===== src/rtl/hv_param.svh =====
// Register-bank geometry used across the HV top.
`ifndef HV_PARAM_SVH
`define HV_PARAM_SVH
`define HV_REG_AW    7
`define HV_REG_DW    8
`define HV_REG_CRC_W 8
`endif


===== src/rtl/hv_rac_pkg.sv =====
// hv_rac_pkg: shared types for the register-access controller.
//   rac_state_e : controller FSM states
//   rac_src_e   : which requester owns the current transaction
package hv_rac_pkg;

    typedef enum logic [2:0] {
        IDLE,
        RD,
        WAIT,
        WR,
        RESP,
        HOLD
    } rac_state_e;

    typedef enum logic {
        SRC_OWT,
        SRC_SCAN
    } rac_src_e;

endpackage


===== src/rtl/crc16to8_parallel.sv =====
// crc16to8_parallel: combinational CRC-8 (poly x^8+x^2+x+1, init 0,
// MSB first) over a 16-bit word.
//   i_data : 16-bit message
//   o_crc  : 8-bit remainder
module crc16to8_parallel (
    input  logic [15:0] i_data,
    output logic [7:0]  o_crc
);

    always_comb begin
        o_crc = 8'h00;
        for (int i = 15; i >= 0; i--) begin
            if (o_crc[7] ^ i_data[i]) begin
                o_crc = {o_crc[6:0], 1'b0} ^ 8'h07;
            end else begin
                o_crc = {o_crc[6:0], 1'b0};
            end
        end
    end

endmodule


===== src/rtl/hv_reg_access_ctrl.sv =====
// hv_reg_access_ctrl: responder side of the HV register-access handshake.
// Arbitrates the OWT host port (read/write) against the watchdog scan port
// (read-only), drives the register bank, and returns data + CRC8 of
// {1'b1, addr, data}. OWT writes are committed only when their CRC matches.
//   i_clk/i_rst_n          : clock, async active-low reset
//   i_wdg_scan_rac_*       : scan request/address, o_rac_wdg_scan_* ack/data/crc
//   i_scan_crc_inj         : flips bit0 of the returned scan CRC (BIST)
//   i_owt_rac_*            : OWT request, wr flag, address, wdata, wcrc
//   o_rac_owt_*            : OWT ack, rdata, rcrc, crc_err
//   o_reg_* / i_reg_rdata  : register bank bus
`include "hv_param.svh"

module hv_reg_access_ctrl
    import hv_rac_pkg::*;
#(
    parameter int REG_AW    = `HV_REG_AW,
    parameter int REG_DW    = `HV_REG_DW,
    parameter int REG_CRC_W = `HV_REG_CRC_W,
    parameter int RD_LAT    = 1
) (
    input  logic                 i_clk,
    input  logic                 i_rst_n,
    input  logic                 i_wdg_scan_rac_rd_req,
    input  logic [REG_AW-1:0]    i_wdg_scan_rac_addr,
    output logic                 o_rac_wdg_scan_ack,
    output logic [REG_DW-1:0]    o_rac_wdg_scan_data,
    output logic [REG_CRC_W-1:0] o_rac_wdg_scan_crc,
    input  logic                 i_scan_crc_inj,
    input  logic                 i_owt_rac_req,
    input  logic                 i_owt_rac_wr,
    input  logic [REG_AW-1:0]    i_owt_rac_addr,
    input  logic [REG_DW-1:0]    i_owt_rac_wdata,
    input  logic [REG_CRC_W-1:0] i_owt_rac_wcrc,
    output logic                 o_rac_owt_ack,
    output logic [REG_DW-1:0]    o_rac_owt_rdata,
    output logic [REG_CRC_W-1:0] o_rac_owt_rcrc,
    output logic                 o_rac_owt_crc_err,
    output logic                 o_reg_rd_en,
    output logic                 o_reg_wr_en,
    output logic [REG_AW-1:0]    o_reg_addr,
    output logic [REG_DW-1:0]    o_reg_wdata,
    input  logic [REG_DW-1:0]    i_reg_rdata
);

    localparam logic [1:0] LAT_LAST = 2'(RD_LAT - 1);

    rac_state_e             r_state;
    rac_state_e             w_state_nxt;
    rac_src_e               r_src;
    logic                   r_wr;
    logic [REG_AW-1:0]      r_addr;
    logic [REG_DW-1:0]      r_wdata;
    logic [REG_CRC_W-1:0]   r_wcrc;
    logic                   r_crc_bad;
    logic [1:0]             r_lat_cnt;
    logic                   r_scan_prio;
    logic [REG_DW-1:0]      r_scan_data;
    logic [REG_CRC_W-1:0]   r_scan_crc;
    logic [REG_DW-1:0]      r_owt_rdata;
    logic [REG_CRC_W-1:0]   r_owt_rcrc;

    logic                   w_gnt_owt;
    logic                   w_gnt_scan;
    logic                   w_rd_en;
    logic                   w_wr_en;
    logic                   w_lat_done;
    logic                   w_crc_ok;
    logic [15:0]            w_crc_in;
    logic [REG_CRC_W-1:0]   w_crc;

    // One shared CRC: the WR state checks the write payload, every other
    // state (in practice the last WAIT cycle) covers the bank read data.
    assign w_crc_in = {1'b1, r_addr, (r_state == WR) ? r_wdata : i_reg_rdata};

    crc16to8_parallel u_crc (
        .i_data (w_crc_in),
        .o_crc  (w_crc)
    );

    assign w_crc_ok   = (w_crc == r_wcrc);
    assign w_lat_done = (r_lat_cnt == LAT_LAST);

    always_ff @(posedge i_clk or negedge i_rst_n) begin
        if (!i_rst_n) begin
            r_state <= IDLE;
        end else begin
            r_state <= w_state_nxt;
        end
    end

    always_comb begin
        w_state_nxt = r_state;
        w_gnt_owt   = 1'b0;
        w_gnt_scan  = 1'b0;
        w_rd_en     = 1'b0;
        w_wr_en     = 1'b0;
        case (r_state)
            IDLE: begin
                // OWT wins unless a scan request was starved by the previous
                // OWT transaction.
                if (i_owt_rac_req && !(r_scan_prio && i_wdg_scan_rac_rd_req)) begin
                    w_gnt_owt   = 1'b1;
                    w_state_nxt = i_owt_rac_wr ? WR : RD;
                end else if (i_wdg_scan_rac_rd_req) begin
                    w_gnt_scan  = 1'b1;
                    w_state_nxt = RD;
                end
            end
            RD: begin
                w_rd_en     = 1'b1;
                w_state_nxt = WAIT;
            end
            WAIT: begin
                if (w_lat_done) begin
                    w_state_nxt = RESP;
                end
            end
            WR: begin
                w_wr_en     = w_crc_ok;
                w_state_nxt = RESP;
            end
            RESP:    w_state_nxt = HOLD;
            HOLD:    w_state_nxt = IDLE;
            default: w_state_nxt = IDLE;
        endcase
    end

    always_ff @(posedge i_clk or negedge i_rst_n) begin
        if (!i_rst_n) begin
            r_src       <= SRC_OWT;
            r_wr        <= 1'b0;
            r_addr      <= '0;
            r_wdata     <= '0;
            r_wcrc      <= '0;
            r_crc_bad   <= 1'b0;
            r_lat_cnt   <= '0;
            r_scan_prio <= 1'b0;
            r_scan_data <= '0;
            r_scan_crc  <= '0;
            r_owt_rdata <= '0;
            r_owt_rcrc  <= '0;
        end else begin
            if (w_gnt_owt) begin
                r_src   <= SRC_OWT;
                r_wr    <= i_owt_rac_wr;
                r_addr  <= i_owt_rac_addr;
                r_wdata <= i_owt_rac_wdata;
                r_wcrc  <= i_owt_rac_wcrc;
            end else if (w_gnt_scan) begin
                r_src   <= SRC_SCAN;
                r_wr    <= 1'b0;
                r_addr  <= i_wdg_scan_rac_addr;
            end

            // Starvation flag: armed by a scan request seen during an OWT
            // transaction, dropped once scan is granted or gives up.
            if (r_state == IDLE) begin
                if (w_gnt_scan || !i_wdg_scan_rac_rd_req) begin
                    r_scan_prio <= 1'b0;
                end
            end else if (r_src == SRC_OWT && i_wdg_scan_rac_rd_req) begin
                r_scan_prio <= 1'b1;
            end

            if (r_state == RD) begin
                r_lat_cnt <= '0;
            end else if (r_state == WAIT) begin
                r_lat_cnt <= r_lat_cnt + 2'd1;
            end

            if (r_state == WR) begin
                r_crc_bad <= !w_crc_ok;
            end

            // Read data is captured straight into the port registers, so
            // it appears together with the ack and holds until the next one.
            if (r_state == WAIT && w_lat_done) begin
                if (r_src == SRC_OWT) begin
                    r_owt_rdata <= i_reg_rdata;
                    r_owt_rcrc  <= w_crc;
                end else begin
                    r_scan_data <= i_reg_rdata;
                    r_scan_crc  <= w_crc ^ {{(REG_CRC_W-1){1'b0}}, i_scan_crc_inj};
                end
            end
        end
    end

    assign o_rac_owt_ack       = (r_state == RESP) && (r_src == SRC_OWT);
    assign o_rac_wdg_scan_ack  = (r_state == RESP) && (r_src == SRC_SCAN);
    assign o_rac_owt_crc_err   = o_rac_owt_ack && r_wr && r_crc_bad;
    assign o_rac_wdg_scan_data = r_scan_data;
    assign o_rac_wdg_scan_crc  = r_scan_crc;
    assign o_rac_owt_rdata     = r_owt_rdata;
    assign o_rac_owt_rcrc      = r_owt_rcrc;
    assign o_reg_rd_en         = w_rd_en;
    assign o_reg_wr_en         = w_wr_en;
    assign o_reg_addr          = (w_rd_en || w_wr_en) ? r_addr : '0;
    assign o_reg_wdata         = w_wr_en ? r_wdata : '0;

endmodule


===== config.mk =====
export PLATFORM = sky130hd
export DESIGN_NAME = hv_reg_access_ctrl
export DESIGN_NICKNAME = d
export VERILOG_FILES = /design/src/rtl/hv_rac_pkg.sv /design/src/rtl/crc16to8_parallel.sv /design/src/rtl/hv_reg_access_ctrl.sv
export VERILOG_INCLUDE_DIRS = /design/src /design/src/rtl
export SDC_FILE = /design/constraint.sdc
export NUM_CORES = 1
export LEC_CHECK = 0
export ABC_AREA = 1
export ABC_CLOCK_PERIOD_IN_PS = 3200
export CELL_PAD_IN_SITES_DETAIL_PLACEMENT = 1
export CELL_PAD_IN_SITES_GLOBAL_PLACEMENT = 1
export CORE_ASPECT_RATIO = 0.5
export CORE_MARGIN = 2
export CORE_UTILIZATION = 35
export CTS_BUF_LIST = sky130_fd_sc_hd__clkbuf_4 sky130_fd_sc_hd__clkbuf_8
export CTS_CLUSTER_SIZE = 10
export DETAILED_ROUTE_END_ITERATION = 10
export PLACE_DENSITY = 0.85
export SKIP_LAST_GASP = 1
export SLEW_MARGIN = 20
export SYNTH_ARGS = -nofsm -noshare
export SYNTH_HDL_FRONTEND = slang
export SYNTH_SLANG_ARGS = --single-unit

===== constraint.sdc =====
create_clock -name i_clk -period 3.2 [get_ports i_clk]
set_clock_uncertainty 0.2 [all_clocks]
set_input_delay 0.64 -clock i_clk [delete_from_list [all_inputs] [get_ports i_clk]]
set_output_delay 0.64 -clock i_clk [all_outputs]
set_load 0.01 [all_outputs]

**Word-level counts from Yosys, hierarchy flattened**

Index checks and enable logic that the tools add are counted.

- Bits in registers: 64
- Bits of input ports: 44
- Output and inout bits: 52
- Word-level logic and storage cells: 115

- $add $sub $neg: 1
- Equal/unequal tests: 8
- Mux-type cells: 41
- Bitwise logic cells: 30
- Reduce and logical (&&, ||, !) cells: 22

Operator list:

| operator | number |
|---|---|
| 3-bit 2-to-1 mux | 18 |
| 3-bit NOT | 14 |
| 7-bit 2-to-1 mux | 3 |
| 8-bit 2-to-1 mux | 2 |
| 3-bit case mux with 5 select lines | 1 |
| 1-bit 2-to-1 mux | 14 |
| 1-bit bitwise XOR | 9 |
| 8-bit == test | 1 |
| 1-bit logical AND | 8 |
| 2-bit AND reduction | 4 |
| 8-bit by 1-bit bitwise XOR with 8-bit output | 1 |
| 3-bit by 2-bit == test with 1-bit output (second input constant) | 2 |
| 2-bit 2-to-1 mux | 3 |
| 2-bit nonzero test | 3 |
| 1-bit bitwise XOR (first input constant) | 5 |
| 3-bit by 1-bit == test with 1-bit output (second input constant) | 1 |
| 3-bit == test (second input constant) | 1 |
| 1-bit logical NOT | 3 |
| 3-bit logical NOT | 1 |
| 3-bit != test (second input constant) | 1 |
| 2-bit by 1-bit adder with 2-bit output (second input constant) | 1 |
| 2-bit logical NOT | 1 |
| 1-bit logical OR | 2 |
| 2-bit by 1-bit != test with 1-bit output (second input constant) | 1 |
| other kinds (2) | 2 |

**Longest topological paths before layout**

- Depth in word-level cells: 33
- Mapped depth: 19
- Depth with buffers taken out: 19

**By module**

A second synthesis with hierarchy kept.

- Cell total of the unflattened synthesis: 466
- Area total of the unflattened synthesis: 3519.6 um2

Modules (own cells, without submodules):

| module | times used | cells each | area each (um2) | sequential area each (um2) |
|---|---|---|---|---|
| hv_reg_access_ctrl | 1 | 359 | 2955.3 | 1601.5 |
| crc16to8_parallel | 1 | 107 | 564.3 | 0.0 |

**Least setup slack after synthesis**

No wires, ideal clock.

- Path kind: register to output
- Start: register r_state[2]
- End: output o_reg_addr[5]
- Data arrival time: 2.048 ns
- Slack: 0.312 ns
- Cell stages (with the launch flop): 18
- Cell sequence: dfrtp_1 inv_2 nand3_2 buf_6 o21ai_2 nand2_1 nand2_1 nand2_2 nand2_4 nand2_1 nand2_1 nand2_1 nand3_1 nand2_1 nor2_2 nand3_4 buf_6 a21oi_4

- Word-level cells in the longest chain between the ends: 12

Ends and longest elaborated chain:

| what | RTL line | RTL |
|---|---|---|
| from (decl) | hv_reg_access_ctrl.sv:47 | `rac_state_e r_state;` |
| from (signal assigned) | hv_reg_access_ctrl.sv:87 | `r_state <= w_state_nxt;` |
| 3-bit by 2-bit == test with 1-bit output | hv_reg_access_ctrl.sv:73, hv_reg_access_ctrl.sv:97 |  |
| 8-bit 2-to-1 mux | hv_reg_access_ctrl.sv:73 | `assign w_crc_in = {1'b1, r_addr, (r_state == WR) ? r_wdata : i_reg_rdata};` |
| 1-bit bitwise XOR | crc16to8_parallel.sv:13 | `if (o_crc[7] ^ i_data[i]) begin` |
| 3-bit 2-to-1 mux | crc16to8_parallel.sv:13 |  |
| 3-bit NOT (no source line) / 1-bit bitwise XOR (equally long branches) | -- |  |
| 3-bit 2-to-1 mux | crc16to8_parallel.sv:13 |  |
| 1-bit bitwise XOR / 3-bit NOT (equally long branches) | -- |  |
| 3-bit 2-to-1 mux | crc16to8_parallel.sv:13 |  |
| 8-bit == test | hv_reg_access_ctrl.sv:80 | `assign w_crc_ok = (w_crc == r_wcrc);` |
| 1-bit 2-to-1 mux | hv_reg_access_ctrl.sv:97 | `case (r_state)` |
| 1-bit logical OR (*) | hv_reg_access_ctrl.sv:198 | `assign o_reg_addr = (w_rd_en \|\| w_wr_en) ? r_addr : '0;` |
| 7-bit 2-to-1 mux (*) | hv_reg_access_ctrl.sv:198 |  |
| to (decl) | hv_reg_access_ctrl.sv:40 | `output logic [REG_AW-1:0] o_reg_addr,` |

Mark *: on every way between the ends. The rest lies on a longest branch, timed or not.

**Final worst setup path**

- Start: register r_addr[3]
- End: output o_reg_wdata[1]

- Word-level cells in the longest chain between the ends: 15

Ends and longest elaborated chain:

| what | RTL line | RTL |
|---|---|---|
| from (decl) | hv_reg_access_ctrl.sv:51 | `logic [REG_AW-1:0] r_addr;` |
| from (signal assigned) | hv_reg_access_ctrl.sv:146 | `r_addr <= i_owt_rac_addr;` |
| from (signal assigned) | hv_reg_access_ctrl.sv:152 | `r_addr <= i_wdg_scan_rac_addr;` |
| 1-bit bitwise XOR (*) | crc16to8_parallel.sv:13 |  |
| 3-bit 2-to-1 mux (*) | crc16to8_parallel.sv:13 |  |
| 3-bit NOT (no source line) | -- |  |
| 3-bit 2-to-1 mux | crc16to8_parallel.sv:13 |  |
| 3-bit NOT (no source line) | -- |  |
| 3-bit 2-to-1 mux | crc16to8_parallel.sv:13 |  |
| 1-bit bitwise XOR | crc16to8_parallel.sv:13 |  |
| 3-bit 2-to-1 mux | crc16to8_parallel.sv:13 |  |
| 3-bit NOT (no source line) | -- |  |
| 3-bit 2-to-1 mux | crc16to8_parallel.sv:13 |  |
| 3-bit NOT (no source line) | -- |  |
| 3-bit 2-to-1 mux | crc16to8_parallel.sv:13 |  |
| 8-bit == test (*) | hv_reg_access_ctrl.sv:80 |  |
| 1-bit 2-to-1 mux (*) | hv_reg_access_ctrl.sv:97 |  |
| 8-bit 2-to-1 mux (*) | hv_reg_access_ctrl.sv:199 | `assign o_reg_wdata = w_wr_en ? r_wdata : '0;` |
| to (decl) | hv_reg_access_ctrl.sv:41 | `output logic [REG_DW-1:0] o_reg_wdata,` |

Marks and branches as above.

==> results.sh <==
export IMPL_fmax_mhz=243
export IMPL_startpoint_type="flop"
export IMPL_dr_pass1_iters=5
export IMPL_seqPwrFrac_pct=18.2
export IMPL_ff2ff_path_depth=20
export IMPL_dp_slack_ns=-1.01
export IMPL_grt_max_degree=39
export IMPL_p_int_mw=4.15
export IMPL_syn_avg_cell_area_sq_um=7.03
export IMPL_synth_fp_nets=561
export IMPL_overflow=0
export IMPL_ant_nets=0
export IMPL_die_area_sq_um=11200
export IMPL_synthFlopType="dfrtp_1"
export IMPL_slew_violations=0
export IMPL_syn_inst=516
export IMPL_ys_types=31
export IMPL_post_route_util_pct=61.7
export IMPL_cts_sinks=64
export IMPL_critical_path_class="reg -> out"
export IMPL_area_growth_pct=72.8
export IMPL_pwr_share_comb_pct=73.4
export IMPL_yosys_top_cells_count="nand2_1 (220), dfrtp_1 (64), inv_1 (51), o21ai_0 (51), nand3_1 (32)"
export IMPL_setup_viol=16
export IMPL_gp_congestion=0.816
export IMPL_dieHeight_um=76.0
export IMPL_grt_pass1_vias=4835
export IMPL_yosys_area_top_type="dfrtp_1"
export IMPL_crit_required_ns=2.36
export IMPL_clkLatencyLatePin_ns=0.37
export IMPL_finalCritPeriodShare_pct=129
export IMPL_ir_drop_mv=0.541
export IMPL_die_w_um=148
export IMPL_synth_warnings=0
export IMPL_rsz0062_at_grt="true"
export IMPL_power_switching_mw=4.65
export IMPL_powerDensity_nw_per_um2=1400
export IMPL_cellLeakagePower_nw=3.07
export IMPL_io_buffers=95
export IMPL_cts_max_path_buffers=2
export IMPL_dpl_hpwl_mm=9.34
export IMPL_dp_cells=802
export IMPL_path_clk_slew_ns=0.08
export IMPL_ys_seq_area_share_pct=44.2
export IMPL_grt_pass1_wl_mm=25.9
export IMPL_ys_seq_elements=64
export IMPL_yosys_cell_count_top_type="nand2_1"
export IMPL_cp_max_fo=5
export IMPL_antenna_found_initial=0
export IMPL_fillCellCount=1232
export IMPL_row_count=26
export IMPL_h_tree_depth=3
export IMPL_initial_core_util_pct=35.7
export IMPL_cts_buffers=9
export IMPL_fin_area_sq_um=6270
export IMPL_cp_end_kind="output port"
export IMPL_max_slew_worst_pin_slew_ns=0.882
export IMPL_fp_coreArea_sq_um=10100
export IMPL_dpl_cell_area_sq_um=5190
export IMPL_num_io_pins=96
export IMPL_layout_drive_gt1_share_pct=42.4
export IMPL_avgViaCountPerCell=5.68
export IMPL_synth_edf_count=0
export IMPL_instances_no_fill=840
export IMPL_wirelength_mm=20.5
export IMPL_timing_final_ws_setup_ns=-0.913
export IMPL_insertedDiodeCount=0
export IMPL_routed_via_count=4774
export IMPL_async_reset_ff_share_pct=100
export IMPL_maxSlewHeadroom_pct=41.2
export IMPL_cts_tree="done"
export IMPL_wl_per_cell_um=24.4
export IMPL_hold_path_class="in -> async"
export IMPL_nNetsFinal=741
export IMPL_outcome="complete, but fails checks"
export IMPL_synth_top_area_share_pct=44.2
export IMPL_critical_path_arrival_ns=3.27
export IMPL_drc_errors=0
export IMPL_power_switching_share_pct=52.8
export IMPL_netlist_area_sq_um=3630
export IMPL_clockRootBuffer="clkbuf_8"
export IMPL_hold_violations=0
export IMPL_grt_usage_pct=29.8
export IMPL_maxCapViolations=0
export IMPL_synth_area_leaders="dfrtp_1 (44%), nand2_1 (23%), o21ai_0 (7.0%), inv_1 (5.3%), nand3_1 (4.4%)"
export IMPL_period_minus_slack_ns=4.11
export IMPL_drt_iter0_drc=370
export IMPL_holdWs_ns=0.109
export IMPL_violations="setup timing"
export IMPL_clkPwrFrac_pct=8.4
cell type report:
cell class                 count  area (sq um)  area share [%]
clock inverter                 5          57.6           0.918
inverter                      55           209            3.33
timing repair buffer         182          1660            26.4
clock buffer                  10           131            2.10
sequential                    64          1610            25.7
multi-input combinational    384          2430            38.8
tap                          140           175            2.79
routing by layer:
metal  vias to the layer above  global-route usage (%)  wire, um
li1                       1980                       -         -
met1                      2340                    37.1      8050
met2                       317                    50.7      9350
met3                       137                    6.47      1630
met4                         0                    12.1      1420
met5                         -                       0         0
worst max-delay path, cell delays in order (launching register included):
cell     delay [ns]
dfrtp_1        0.43
buf_4          0.16
nand2_1        0.08
nand2_2        0.08
buf_4          0.15
nand2_1        0.12
nand2_2        0.14
nand2_2        0.14
nand2_4        0.09
nand2_4        0.11
nand3_2        0.11
nand2_2        0.09
nand2_1        0.07
nand2_1        0.11
nand3_2        0.15
nor2_4         0.19
nand3_4        0.14
buf_6          0.16
buf_6          0.12
nor2_2         0.09
buf_2          0.15
flip-flops by register name (all words and copies together) (netlist names):
name / flops
o_rac_wdg_scan_crc: 8
r_wdata: 8
r_state: 3
r_src: 1
r_addr: 7
o_rac_owt_rcrc: 8
r_lat_cnt: 2
o_rac_wdg_scan_data: 8
r_wcrc: 8
r_crc_bad: 1
o_rac_owt_rdata: 8
r_scan_prio: 1
r_wr: 1
cells in the final DEF (no fill, tap or decap), drive strengths merged, types with 4 or more instances in the layout:
cell type	n
nand2	232
buf	103
clkdlybuf4s50	75
dfrtp	64
o21ai	56
inv	55
nand3	36
nor2	34
clkbuf	11
a21oi	8
a31oi	7
clkinv	4
power by group through the flow:
stage / combinational, mW / sequential, mW / clock (mW)
6_report: 6.46 / 1.60 / 0.738
2_1_floorplan: 2.08 / 1.54 / 0
4_1_cts: 5.13 / 1.50 / 0.720
3_5_place_dp: 4.17 / 1.50 / 0
3_3_place_gp: 3.96 / 1.48 / 0
5_1_grt: 6.75 / 1.63 / 0.770
logic make-up (layout without fill, tap and decap cells):
family | count (synthesis) | in the layout | synth area share, %
fa+ha+maj | 1 | 1 | 0.345
xor+xnor | 4 | 4 | 1.17
buf+inv | 69 | 252 | 7.66
flops | 64 | 64 | 44.2
simple gates | 304 | 305 | 35.3
compound gates | 74 | 74 | 11.3
repair_timing:
| action | CTS | global route |
|---|---|---|
| pin swaps | 46 | 53 |
| cloned | 3 | 0 |
| endpoints found under the setup margin | 16 | 16 |
| buffers inserted | 17 | 3 |
| resized for setup | 177 | 104 |
| hold buffers | 0 | 0 |
final timing paths:
check / startpoint / endpoint / slack, ns
worst max-delay path: r_addr[3] / o_reg_wdata[1] / -0.91
worst min-delay path: i_rst_n / r_state[2] / 0.11
worst max register to register: r_addr[3] / r_crc_bad / 0.07
worst min register to register: o_rac_wdg_scan_crc[1] / o_rac_wdg_scan_crc[1] / 0.29
max in group asynchronous: i_rst_n / o_rac_wdg_scan_data[3] / 2.02
min in group i_clk: o_rac_wdg_scan_crc[1] / o_rac_wdg_scan_crc[1] / 0.29
metrics by stage:
stage                     total power, mW  setup TNS, ns
final                                8.79         -13.84
after global routing                 9.15         -14.54
after CTS                            7.35          -6.57
after detailed placement             5.67         -15.34
after global placement               5.43         -13.81
after floorplan                      3.62              0
No activity file was read; power rests on OpenSTA's default activity.
